===== src/rtl/key_pulse_gen.sv =====
// Push-button front-end: synchronises, debounces and auto-repeats two raw keys into
// mutually exclusive single-cycle add/sub pulses.
module key_pulse_gen #(
    parameter int DEBOUNCE_CYCLES      = 2_000_000,
    parameter int REPEAT_DELAY_CYCLES  = 50_000_000,
    parameter int REPEAT_PERIOD_CYCLES = 10_000_000,
    parameter int KEY_ACTIVE_LOW       = 1
) (
    input  logic       clk,
    input  logic       rst,
    input  logic       key_add_raw,
    input  logic       key_sub_raw,
    output logic       key_add,
    output logic       key_sub,
    output logic [1:0] key_level
);

    localparam int DB_W    = $clog2(DEBOUNCE_CYCLES);
    localparam int REP_MAX = (REPEAT_DELAY_CYCLES > REPEAT_PERIOD_CYCLES) ?
                             REPEAT_DELAY_CYCLES : REPEAT_PERIOD_CYCLES;
    localparam int REP_W   = $clog2(REP_MAX + 1);

    localparam logic [DB_W-1:0]  DB_LAST     = DB_W'(DEBOUNCE_CYCLES - 1);
    localparam logic [REP_W-1:0] DELAY_LOAD  = REP_W'(REPEAT_DELAY_CYCLES - 1);
    localparam logic [REP_W-1:0] PERIOD_LOAD = REP_W'(REPEAT_PERIOD_CYCLES - 1);
    localparam logic             RELEASED_RAW = (KEY_ACTIVE_LOW != 0);

    typedef enum logic [1:0] {S_IDLE, S_DELAY, S_REPEAT, S_LOCK} state_t;

    // Index 1 = add key, index 0 = sub key, matching key_level.
    logic [1:0]       w_raw;
    logic [1:0]       w_pressed;
    logic [1:0]       r_sync_p0;
    logic [1:0]       r_sync_p1;
    logic [1:0]       r_level;
    logic [DB_W-1:0]  r_db_cnt  [2];
    state_t           r_state   [2];
    logic [REP_W-1:0] r_rep_cnt [2];
    logic [1:0]       r_pulse;

    assign w_raw     = {key_add_raw, key_sub_raw};
    assign w_pressed = (KEY_ACTIVE_LOW != 0) ? ~r_sync_p1 : r_sync_p1;

    // Stage p0/p1: two-flop synchroniser, reset to the released raw level
    always_ff @(posedge clk) begin
        if (rst) begin
            r_sync_p0 <= {2{RELEASED_RAW}};
            r_sync_p1 <= {2{RELEASED_RAW}};
        end else begin
            r_sync_p0 <= w_raw;
            r_sync_p1 <= r_sync_p0;
        end
    end

    // Debounce: the new level must persist for DEBOUNCE_CYCLES consecutive samples
    always_ff @(posedge clk) begin
        for (int k = 0; k < 2; k++) begin
            if (rst) begin
                r_db_cnt[k] <= '0;
                r_level[k]  <= 1'b0;
            end else if (w_pressed[k] != r_level[k]) begin
                if (r_db_cnt[k] == DB_LAST) begin
                    r_level[k]  <= w_pressed[k];
                    r_db_cnt[k] <= '0;
                end else begin
                    r_db_cnt[k] <= r_db_cnt[k] + 1'b1;
                end
            end else begin
                r_db_cnt[k] <= '0;
            end
        end
    end

    // Repeat FSM: the other key's level forces LOCK, which keeps the two pulses exclusive
    always_ff @(posedge clk) begin
        for (int k = 0; k < 2; k++) begin
            if (rst) begin
                r_state[k]   <= S_IDLE;
                r_rep_cnt[k] <= '0;
                r_pulse[k]   <= 1'b0;
            end else begin
                r_pulse[k] <= 1'b0;
                if (!r_level[k]) begin
                    r_state[k]   <= S_IDLE;
                    r_rep_cnt[k] <= '0;
                end else begin
                    case (r_state[k])
                        S_IDLE: begin
                            if (r_level[1-k]) begin
                                r_state[k] <= S_LOCK;
                            end else begin
                                r_state[k]   <= S_DELAY;
                                r_rep_cnt[k] <= DELAY_LOAD;
                                r_pulse[k]   <= 1'b1;
                            end
                        end
                        S_DELAY, S_REPEAT: begin
                            if (r_level[1-k]) begin
                                r_state[k]   <= S_LOCK;
                                r_rep_cnt[k] <= '0;
                            end else if (r_rep_cnt[k] == '0) begin
                                r_state[k]   <= S_REPEAT;
                                r_rep_cnt[k] <= PERIOD_LOAD;
                                r_pulse[k]   <= 1'b1;
                            end else begin
                                r_rep_cnt[k] <= r_rep_cnt[k] - 1'b1;
                            end
                        end
                        S_LOCK: begin
                            r_state[k] <= S_LOCK;
                        end
                        default: begin
                            r_state[k] <= S_IDLE;
                        end
                    endcase
                end
            end
        end
    end

    assign key_add   = r_pulse[1];
    assign key_sub   = r_pulse[0];
    assign key_level = r_level;

endmodule


===== config.mk =====
export PLATFORM = sky130hd
export DESIGN_NAME = key_pulse_gen
export DESIGN_NICKNAME = d
export VERILOG_FILES = /design/src/rtl/key_pulse_gen.sv
export SDC_FILE = /design/constraint.sdc
export NUM_CORES = 1
export LEC_CHECK = 0
export ABC_AREA = 1
export CAP_MARGIN = 30
export CELL_PAD_IN_SITES_DETAIL_PLACEMENT = 1
export CELL_PAD_IN_SITES_GLOBAL_PLACEMENT = 1
export CORE_MARGIN = 1.5
export CORE_UTILIZATION = 52
export DETAILED_ROUTE_END_ITERATION = 6
export PLACE_DENSITY_LB_ADDON = 0.3
export SYNTH_ARGS = -nofsm -noshare
export SYNTH_HDL_FRONTEND = slang
export SYNTH_SLANG_ARGS = --single-unit

===== constraint.sdc =====
create_clock -name clk -period 7.6 [get_ports clk]
set_input_delay 1.14 -clock clk [delete_from_list [all_inputs] [get_ports clk]]
set_output_delay 1.14 -clock clk [all_outputs]
set_load 0.02 [all_outputs]

=== Yosys cells after proc, flatten, opt, wreduce, memory -nomap -nowiden ===
Memory sizes are Yosys's and may differ from the RTL's.
Index checks and enable logic that the tools add are counted.

* Add/subtract/negate cells: 4
* Eq/ne operators: 10
* Mux-type cells: 118
* Bitwise logic cells: 31
* Reduce and logical (&&, ||, !) cells: 10

{| class="wikitable"
|+ Operators by type and width
! kind !! number
|-
| 26-bit 2-to-1 mux || 10
|-
| 21-bit 2-to-1 mux || 6
|-
| 1-bit 2-to-1 mux || 88
|-
| 26-bit zero test || 2
|-
| 26-bit by 1-bit subtractor with 26-bit output, second input constant || 2
|-
| 21-bit by 1-bit adder with 21-bit output, second input constant || 2
|-
| 21-bit == test, second input constant || 2
|-
| 1-bit bitwise OR || 28
|-
| 2-bit 2-to-1 mux || 12
|-
| 2-bit == test, second input constant || 4
|-
| 2-bit OR reduction || 4
|-
| 2-bit by 1-bit == test with 1-bit output, second input constant || 2
|-
| 2-bit zero test || 2
|-
| 1-bit one-hot mux with 2 select lines || 2
|-
| 2-bit AND reduction || 2
|-
| 1-bit inequality test || 2
|-
| 1-bit NOT || 2
|-
| 2-bit NOT || 1
|}

* Register bits after elaboration: 8
* Memory bits (writable): 98
* Output and inout bits: 4
* Word-level logic and storage cells: 182
* Memories: 3

{| class="wikitable"
|+ Memories
! memory !! depth !! width !! rd ports !! clocked after Yosys merged registers in !! write ports !! line !! text
|-
| r_rep_cnt || 2 || 26 || 2 || 0 || 2 || 38 || <nowiki>logic [REP_W-1:0] r_rep_cnt [2];</nowiki>
|-
| r_db_cnt || 2 || 21 || 2 || 0 || 2 || 36 || <nowiki>logic [DB_W-1:0] r_db_cnt [2];</nowiki>
|-
| r_state || 2 || 2 || 2 || 0 || 2 || 37 || <nowiki>state_t r_state [2];</nowiki>
|}

=== Longest topological paths before layout ===
* Word-level depth: 10
* Gate-level depth with buffers: 12
* Gate-level depth less buffers: 11

=== Least setup slack after synthesis ===
Ideal clock, no wire load.

* Path type: input to register
* Start: input port rst
* End: memory r_rep_cnt[0][0] in the netlist's numbering, enable pin
* Setup time: 563 ps
* Arrival time: 2282 ps
* Required time: 7037 ps
* Setup slack: 4755 ps
* Stages on the path: 5
* Cell sequence: nor2_1 > inv_1 > nor2_8 > nand4_1 > nand4_1

{| class="wikitable"
|+ RTL lines
! item !! line !! text
|-
| from (decl) || 10 || <nowiki>input logic rst,</nowiki>
|-
| to (decl) || 38 ||
|}

==> results.cfg <==
[final_layout]
seqCellArea_um2 = 3100
diodes = 0
drive_above_1_share_pct = 7.81
syn_to_final_growth_pct = 9.37
n_fill_cell = 1636
nets = 959
multi_input_area_um2 = 3510

[routing]
routed-wl-met2_mm = 9.08
top_layer = met4
vias = 5946
avgRoutedWirePerCell_um = 15.8
wl_met1_mm = 7.70
drt_iter0_markers = 300
route.met3.wl_um = 545
drc = 0
viasPerCell = 5.31
drtPass1Iterations = 5
finalWirelength_mm = 17.7
ant_nets = 0

[pwr]
pwr_density_cell_nw_per_um2 = 162
p_leak_nw = 3.50
ir_drop_mv = 0.139

[die]
die_area_um2 = 14000
core_um2 = 12800
start_util_pct = 54.0
io_pins = 8
die_x_um = 118
die_h_um = 118
fp-row-count = 41

[worst_setup_path]
cp.required_ns = 7.62
end_kind = flip-flop
critPathMaxFanout = 26
arrival_ns = 3.00
path_class = primary input to flip-flop
r2r_slack_ns = 5.26
worst_setup_path_start_kind = primary input

[timing]
worstMarginPinSlew_ns = 0.943
finalSetupTns_ns = 0
slew_violations = 0
fin_crit_ns = 2.97
setup_viol = 0
max_freq_mhz = 336
fin_skew_ns = 0.0102
fin_ws_ns = 4.63
max_slew_margin_pct = 37.1
fin_crit_sh_pct = 39.1
rsz0062_at_grt = no
holdWs_ns = 0.417
hold_violations = 0

[clock_network]
cts.sinks = 106
cts_resized = 0
cts_hold_buffers = 0
cts_setup_buffers = 0
clock_latency_ns = 0.36
cts-root-buf = clkbuf_16
clk_pin_slew_ns = 0.07
cts_tree = built
cts_buffers = 9
htreeDepth = 3
cts_buffer_depth = 2

[global_routing]
grt_pass1_vias = 6343
grt_use_total_pct = 26.7
grt.overflow.total = 0
grt_max_degree = 27
antenna_found_initial = 0
grt_pass1_wl_mm = 30.0

[synthesis]
ys_seq_area_share_pct = 45.0
postSynthCellCount = 892
synth-seq-cells = 106
syn_area_um2 = 6900
synth.avg_cell_area_um2 = 7.74
yosysWarnings = 0
ys_types = 36

[placed_design]
routabilityCongestion = 0.911
portBuffers = 7
dpl.hpwl_mm = 13.1
dp_slack_ns = 4.28

[status]
status = finished, final reports clean

[min_path]
holdCritPathClass = flip-flop to flip-flop

[run]
maxCapViolCount = 0
==> power breakdown <==
group	switching, mW	internal, mW	leakage [nW]	total [mW]
Clock	0.224	0.255	0.136	0.479
Combinational	0.0536	0.0242	2.21	0.0778
Sequential	0.0190	0.650	1.16	0.669
Total	0.297	0.930	3.50	1.23
==> layout by cell type, fill, tap and decap left out, types with 3 or more instances in the layout <==
cell               n
inv_1             87
nor2_2            17
or2_0              3
nand2_1          282
nor3_1             9
ha_1              12
xor2_1            24
nand4_1           24
a31oi_1            3
nand2_2            6
edfxtp_1          98
nand3_1           41
nor2_4             7
xnor2_1           17
inv_2              4
nand3b_1           9
dfxtp_1            8
nor2_1           163
clkbuf_16          9
or2_2             11
clkdlybuf4s50_1    7
o21ai_0           11
conb_1            42
nand3_2            4
a21oi_1           28
==> metal layers <==
layer | global-route usage (%) | vias to the layer above
met2 | 47.2 | 94
met1 | 32.7 | 2895
met3 | 4.01 | 35
met5 | 0 | -
li1 | - | 2922
met4 | 10.7 | 0
==> synth_stat cells <==
cell type / n / area, um^2
or2_2: 11 / 68.8
o211ai_1: 2 / 15.0
nand2b_1: 1 / 6.26
a21oi_1: 28 / 140
inv_2: 4 / 15.0
nand3_2: 4 / 40.0
a21oi_2: 2 / 17.5
nand2_1: 282 / 1060
nand2_4: 2 / 22.5
buf_8: 1 / 15.0
xor2_1: 24 / 210
buf_2: 1 / 5.00
buf_4: 3 / 22.5
nand2_2: 6 / 37.5
nor2_2: 17 / 106
nand3b_1: 9 / 67.6
dfxtp_1: 8 / 160
nor2_1: 163 / 612
buf_6: 4 / 45.0
nor2_4: 7 / 78.8
edfxtp_1: 98 / 2940
nand4_1: 24 / 150
or2_0: 3 / 18.8
o21ai_2: 2 / 17.5
ha_1: 12 / 150
nor2_8: 2 / 40.0
xnor2_1: 17 / 149
nand3_1: 41 / 205
o21ai_0: 11 / 55.1
inv_1: 87 / 327
conb_1: 1 / 3.75
nor3_1: 9 / 45.0
nor3b_1: 1 / 7.51
nand3_4: 1 / 17.5
inv_6: 1 / 8.76
a31oi_1: 3 / 18.8
==> final cells by class <==
| class | count | share of cell area (%) |
|---|---|---|
| Inverter | 92 | 4.64 |
| Clock buffer | 11 | 3.08 |
| Sequential cell | 106 | 41.1 |
| Tap cell | 172 | 2.85 |
| Clock inverter | 5 | 0.729 |
| Timing Repair Buffer | 8 | 1.03 |
| Multi-Input combinational cell | 726 | 46.6 |
==> worst max-delay path, stage by stage <==
cell,delay (ns)
clkdlybuf4s50_1,0.61
nor2_1,0.25
inv_1,0.14
nor2_8,0.16
nand4_1,0.18
nand4_1,0.15
buf_4,0.35
==> final timing paths <==
kind,startpoint,endpoint,depth (start not counted)
max,rst,r_rep_cnt[0][19],7
min,r_sync_p0[0],r_sync_p1[0],1
max reg2reg,r_db_cnt[1][0],r_db_cnt[1][15],6
min reg2reg,r_sync_p0[0],r_sync_p1[0],1
==> kinds of logic (layout without fill, tap and decap cells) <==
family / count (synthesis) / in the layout / synth area share, %
flops: 106 / 106 / 45.0
buf+inv: 101 / 116 / 6.35
other cells: 1 / 42 / 0.0543
xor+xnor: 41 / 41 / 5.20
fa+ha+maj: 12 / 12 / 2.18
compound gates: 48 / 48 / 3.83
simple gates: 583 / 583 / 37.4
==> per-stage QoR <==
step,cell area [um^2],util (%),power [mW],instances
after global routing,7550,59.1,1.26,1120
after detailed placement,7260,56.8,0.758,1104
after floorplan,7050,-,0.733,933
after CTS,7550,59.1,1.23,1120
final,7550,59.1,1.23,1120
after global placement,7260,56.8,0.751,1104
==> registers in the layout, summed over array words and instances, names as in the netlist <==
name       count
r_pulse        2
key_level      2
r_db_cnt      42
r_rep_cnt     52
r_sync_p1      2
r_sync_p0      2
r_state        4
Power figures use the tool's default switching activity.
